===== src/rtl/axis_pkt_rr_arbiter.sv =====
// Packet-level round-robin arbiter: NUM_S AXI4-Stream slaves onto one master, grant held until tlast.
// Optional macro AXIS_PKT_RR_ARB_TID_EN adds m_axis_tid carrying the source index.
module axis_pkt_rr_arbiter #(
  parameter int unsigned NUM_S  = 4,
  parameter int unsigned DATA_W = 64,
  parameter int unsigned USER_W = 1,
  localparam int unsigned GRANT_W = $clog2(NUM_S)
) (
  input  logic                      clk,
  input  logic                      rst_n,
  input  logic [NUM_S*DATA_W-1:0]   s_axis_tdata,
  input  logic [NUM_S*USER_W-1:0]   s_axis_tuser,
  input  logic [NUM_S-1:0]          s_axis_tlast,
  input  logic [NUM_S-1:0]          s_axis_tvalid,
  output logic [NUM_S-1:0]          s_axis_tready,
  output logic [DATA_W-1:0]         m_axis_tdata,
  output logic [USER_W-1:0]         m_axis_tuser,
  output logic                      m_axis_tlast,
  output logic                      m_axis_tvalid,
  input  logic                      m_axis_tready,
`ifdef AXIS_PKT_RR_ARB_TID_EN
  output logic [GRANT_W-1:0]        m_axis_tid,
`endif
  output logic                      arb_busy,
  output logic [GRANT_W-1:0]        arb_grant
);

  localparam logic StIdle = 1'b0;
  localparam logic StBusy = 1'b1;

  logic               state_q, state_d;
  logic [GRANT_W-1:0] grant_q, grant_d;
  logic [GRANT_W-1:0] rr_ptr_q, rr_ptr_d;
  logic [GRANT_W-1:0] pick;
  logic               busy;
  logic               release_pkt;

  assign busy = (state_q == StBusy);
  assign release_pkt = busy && s_axis_tvalid[grant_q] && m_axis_tready && s_axis_tlast[grant_q];

  // Scan downward so the last hit is the nearest requester after rr_ptr.
  always_comb begin
    pick = '0;
    for (int unsigned i = NUM_S; i >= 1; i--) begin
      logic [GRANT_W-1:0] cand;
      cand = GRANT_W'((32'(rr_ptr_q) + i) % NUM_S);
      if (s_axis_tvalid[cand]) begin
        pick = cand;
      end
    end
  end

  always_comb begin
    state_d  = state_q;
    grant_d  = grant_q;
    rr_ptr_d = rr_ptr_q;
    if (state_q == StIdle) begin
      if (|s_axis_tvalid) begin
        grant_d = pick;
        state_d = StBusy;
      end
    end else begin
      if (release_pkt) begin
        rr_ptr_d = grant_q;
        state_d  = StIdle;
      end
    end
  end

  always_ff @(posedge clk or negedge rst_n) begin
    if (!rst_n) begin
      state_q  <= StIdle;
      grant_q  <= '0;
      rr_ptr_q <= GRANT_W'(NUM_S - 1);
    end else begin
      state_q  <= state_d;
      grant_q  <= grant_d;
      rr_ptr_q <= rr_ptr_d;
    end
  end

  always_comb begin
    s_axis_tready          = '0;
    s_axis_tready[grant_q] = busy & m_axis_tready;
  end

  assign m_axis_tvalid = busy & s_axis_tvalid[grant_q];
  assign m_axis_tdata  = s_axis_tdata[grant_q*DATA_W +: DATA_W];
  assign m_axis_tuser  = s_axis_tuser[grant_q*USER_W +: USER_W];
  assign m_axis_tlast  = s_axis_tlast[grant_q];
  assign arb_busy      = busy;
  assign arb_grant     = grant_q;

`ifdef AXIS_PKT_RR_ARB_TID_EN
  assign m_axis_tid = busy ? grant_q : '0;
`endif

endmodule


===== config.mk =====
export PLATFORM = sky130hd
export DESIGN_NAME = axis_pkt_rr_arbiter
export DESIGN_NICKNAME = d
export VERILOG_FILES = /design/src/rtl/axis_pkt_rr_arbiter.sv
export SDC_FILE = /design/constraint.sdc
export NUM_CORES = 1
export LEC_CHECK = 0
export ABC_AREA = 1
export CAP_MARGIN = 30
export CORE_AREA = 2 2 133 135
export DETAILED_ROUTE_END_ITERATION = 16
export DIE_AREA = 0 0 135 137
export PLACE_DENSITY = 0.51
export SYNTH_ARGS = -nofsm -noshare
export SYNTH_HDL_FRONTEND = slang
export SYNTH_SLANG_ARGS = --single-unit

===== constraint.sdc =====
create_clock -name clk -period 1.62 [get_ports clk]
set_clock_uncertainty 0.1 [all_clocks]
set_input_delay 0.162 -clock clk [delete_from_list [all_inputs] [get_ports clk]]
set_output_delay 0.162 -clock clk [all_outputs]
set_load 0.01 [all_outputs]

==> impl.org <==
** Route
- In the final routed layout, each cell accounts on average for 19.4 µm.
- After detailed routing, the number of remaining DRC violations is 0.
- The routed layout has 4201 vias.
- In the routed layout, each cell is associated on average with a via count of 4.45.
- The routed design has 18300 µm of wire.
- The detailed router finished its first iteration with 146 violations.
- The pre-antenna-repair detailed-routing pass consisted of 4 iterations.
- In this run the remaining antenna-violating nets after routing total 0.

** Timing
- The final count of hold timing violations was 0.
- Setup total negative slack on the finished layout was measured at -14.18 ns.
- Smallest setup slack after layout :: -0.277 ns
- Worst slew pin tran :: 0.251 ns
- Final count of pins violating max slew :: 0
- Maximum clock rate :: 0.527 GHz
- Headroom to the max-slew limit came out at 0.832.
- Final clock period utilization by the worst path :: 1.17
- Setup repair after global routing missed its margin :: yes
- Final setup violation count :: 70
- The routed design could run at a clock period as short as 1.90 ns.

** Yosys
- Predominant post-synthesis flop cell :: dfrtp_1
- Ranking of synthesized cells by instance count :: nand2_1 (131), a22oi_1 (111), nand3_1 (28)
- Count of unique library cells instantiated by Yosys :: 18
- For this run, the register share of the synthesized area comes to 0.0679.
- Yosys top cell by area :: a22oi_1
- After synthesis the cells add up to 1880 µm².
- Most numerous cell in the Yosys netlist :: nand2_1
- Share of flip-flops with an asynchronous set or reset after synthesis :: 1.00
- Post-Syn Area per Cell :: 5.61 µm²
- FF+latch count, synth :: 5
- Top-area cell type share of the netlist area :: 0.443
- Synthesis produced 335 cells.
- By area the synthesized netlist is led by a22oi_1 (44%), nand2_1 (26%), nand3_1 (7.5%), buf_2 (5.9%), dfrtp_1 (4.0%).
- Yosys mapped a number of flops with a built-in enable equal to 0.
- Syn nets :: 606
- Count of yosys warnings during synthesis :: 0

** Setup path
- Worst setup EP type :: output port
- STA classifies the critical path startpoint as a flop.
- The worst register-to-register path ends at rr_ptr_q[1].
- The critical path in this run is classified as reg -> out.
- Cell type of the slowest stage on the worst timing path :: dfrtp_2
- R2R Setup Slk :: -0.06 ns
- Worst Path Max Fanout :: 20
- STA puts the critical path data required time at 1.36 ns.
- Traced cell by cell, the critical path runs through buf_6, nor2_4, buf_12, buf_12, a22oi_1, nand2_1, clkdlybuf4s15_2.
- Count of cells along the worst register-to-register path :: 10
- On the worst path, the slowest cell contributes a delay of 0.44 ns.
- The startpoint identified for the worst register-to-register timing path is arb_grant[0].
- Data arrival time of the critical path :: 1.64 ns
- In this design, the critical path's most frequently occurring cell is buf_12.

** Layout
- Fraction of layout instances using a drive strength above 1 :: 0.336
- Fill cell instance count of the final layout :: 1738
- Summing all multi-input logic gate instances after layout gives 2010 µm².
- Number of cells in the finished layout apart from fillers :: 945
- Relative to the synthesized area, the layout overhead comes to 257%.
- Registers take 130 µm².
- 0 antenna diodes ended up in the layout.
- Design area :: 6710 µm²
- At the end of the flow, the number of nets in the layout was 992.

** Global routing
- The total overflow left after global routing is 0.
- Met3 Track Usage GR :: 0.0348
- Initial antenna violation count :: 0
- First-pass GRT wire length :: 25200 µm
- For met1 alone, demand over resource in global routing was 0.209.
- The number of global-route vias before repair came to 4426.
- Combined global-route utilization of all metal layers :: 0.177
- In the global route stage, met2 resource usage came out at 0.332.
- Grt peak-use layer :: met2
- Entering global routing, the biggest net connects 21 pins.

** Status
- Violations in the final reports :: negative setup slack
- The flow ran to the end, but the final reports show violations.

** Job
- Across the run, the number of max-cap violations was 0.

** Floorplanning
- Die span in x :: 135 µm
- The die covers 18500 µm².
- Cell Rows :: 48
- The initial utilization of the core area, before any placement, comes to 0.110.
- The floorplan step set the die height to 137 µm.
- Top Ports :: 345
- After floorplanning, the core was sized to cover 17100 µm².

** Placed design
- The HPWL after detailed placement is 12600 µm.
- Area post-placement :: 5750 µm²
- Input and output buffers added on the ports amount to 344.
- Placed instance count :: 897
- At the end of routability-driven placement, the weighted congestion stood at 0.850.

** Pwr
- Overall power after layout :: 0.0105 W
- IR drop worst, VDD :: 822 µV
- Power density over the cells :: 1560 nW/µm²
- The analysis attributes to cell leakage a power of 2.79 nW.

** Hold path
- The worst hold path belongs to the class in -> async.

** Clock tree
- Deepest level of the CTS H-tree :: 1
- CTS tree :: yes
- The root buffer cell chosen for the clock tree is clkbuf_16.
- CTS sink cnt :: 5
- No sink is reached through more buffers than the 2 on the longest clock path.
- Clock latency of the later-clocked register in the worst-skew pair :: 0.23 ns
- After clock tree synthesis, the clock-pin slew on the worst setup and hold paths is 0.03 ns.
- The number of clock buffers added by TritonCTS is 3.
- For this design, the CTS-stage hold fixing added 0 buffers.
[critical path, delay by kind of cell, from the launching register on]
kind	cells	cell delay, ns
DFF	1	0.44
buffers and inverters	4	0.66
and+or+nand+nor	2	0.17
AOI/OAI and AO/OA	1	0.11
[cell families after synthesis]
group / Yosys count / synth area share
AOI/OAI and AO/OA: 115 / 0.454
buffers and inverters: 44 / 0.108
DFF: 5 / 0.0679
and+or+nand+nor: 171 / 0.370
[cells in the final DEF, fill, tap and decap left out, drive strengths merged]
cell type | Yosys | layout
clkdlybuf4s50 | 0 | 271
nand2 | 132 | 132
buf | 27 | 132
a22oi | 111 | 111
nand3 | 28 | 28
inv | 15 | 15
clkbuf | 2 | 6
nor2 | 6 | 6
o21ai | 4 | 4
nor3 | 3 | 3
dfrtp | 3 | 3
clkdlybuf4s15 | 0 | 3
nand4 | 2 | 2
dlygate4sd2 | 0 | 2
dfstp | 2 | 2
[per-stage QoR]
step | hold WS [ns] | worst slack (ns) | util
after floorplan | -0.234 | 0.0893 | -
after global placement | 0.301 | -0.382 | 0.337
after detailed placement | 0.315 | -0.400 | 0.337
after CTS | 0.0715 | -0.286 | 0.379
after global routing | 0.0792 | -0.337 | 0.393
final | 0.0663 | -0.277 | 0.393
[where the power goes]
group          total [W]  leakage (nW)  switching (W)  internal, W
Combinational    0.00978          2.70        0.00468      0.00510
Clock           0.000412        0.0382      0.0000857     0.000327
Sequential      0.000279        0.0533      0.0000788     0.000200
Total             0.0105          2.79        0.00484      0.00562
[worst max path at each step]
stage                             endpoint         start  slack (ns)
after detailed placement  m_axis_tdata[56]  arb_grant[0]       -0.40
after floorplan           m_axis_tdata[24]  arb_grant[0]        0.09
after CTS                 m_axis_tdata[43]  arb_grant[0]       -0.29
after global placement        m_axis_tuser  arb_grant[1]       -0.38
after global routing      m_axis_tdata[19]  arb_grant[0]       -0.34
final                     m_axis_tdata[19]  arb_grant[0]       -0.28
[layout make-up]
| type | count | share of cell area |
|---|---|---|
| flip-flops and latches | 5 | 0.0194 |
| well taps | 225 | 0.0420 |
| inverters | 15 | 0.00988 |
| repair buffers | 410 | 0.617 |
| clock buffers | 4 | 0.0117 |
| multi-input cells | 286 | 0.300 |
[layer usage]
| metal | part of all wire | wire, µm |
|---|---|---|
| met1 | 0.39 | 7200 |
| met2 | 0.52 | 9450 |
| met3 | 0.074 | 1360 |
| met4 | 0.018 | 325 |
| met5 | 0 | 0 |
[registers in the layout (all words and copies together), names as in the netlist]
name,cells
arb_grant,2
rr_ptr_q,2
arb_busy,1
[what timing repair did]
item                                   4_1_cts  5_1_grt
pin swaps                                   13       14
gates resized for setup                    382       34
endpoints found under the hold margin        0        0
setup endpoints to repair                   76       74
buffers inserted                            21        8
gates cloned                                13        2
(Power assumes the default switching activity.)
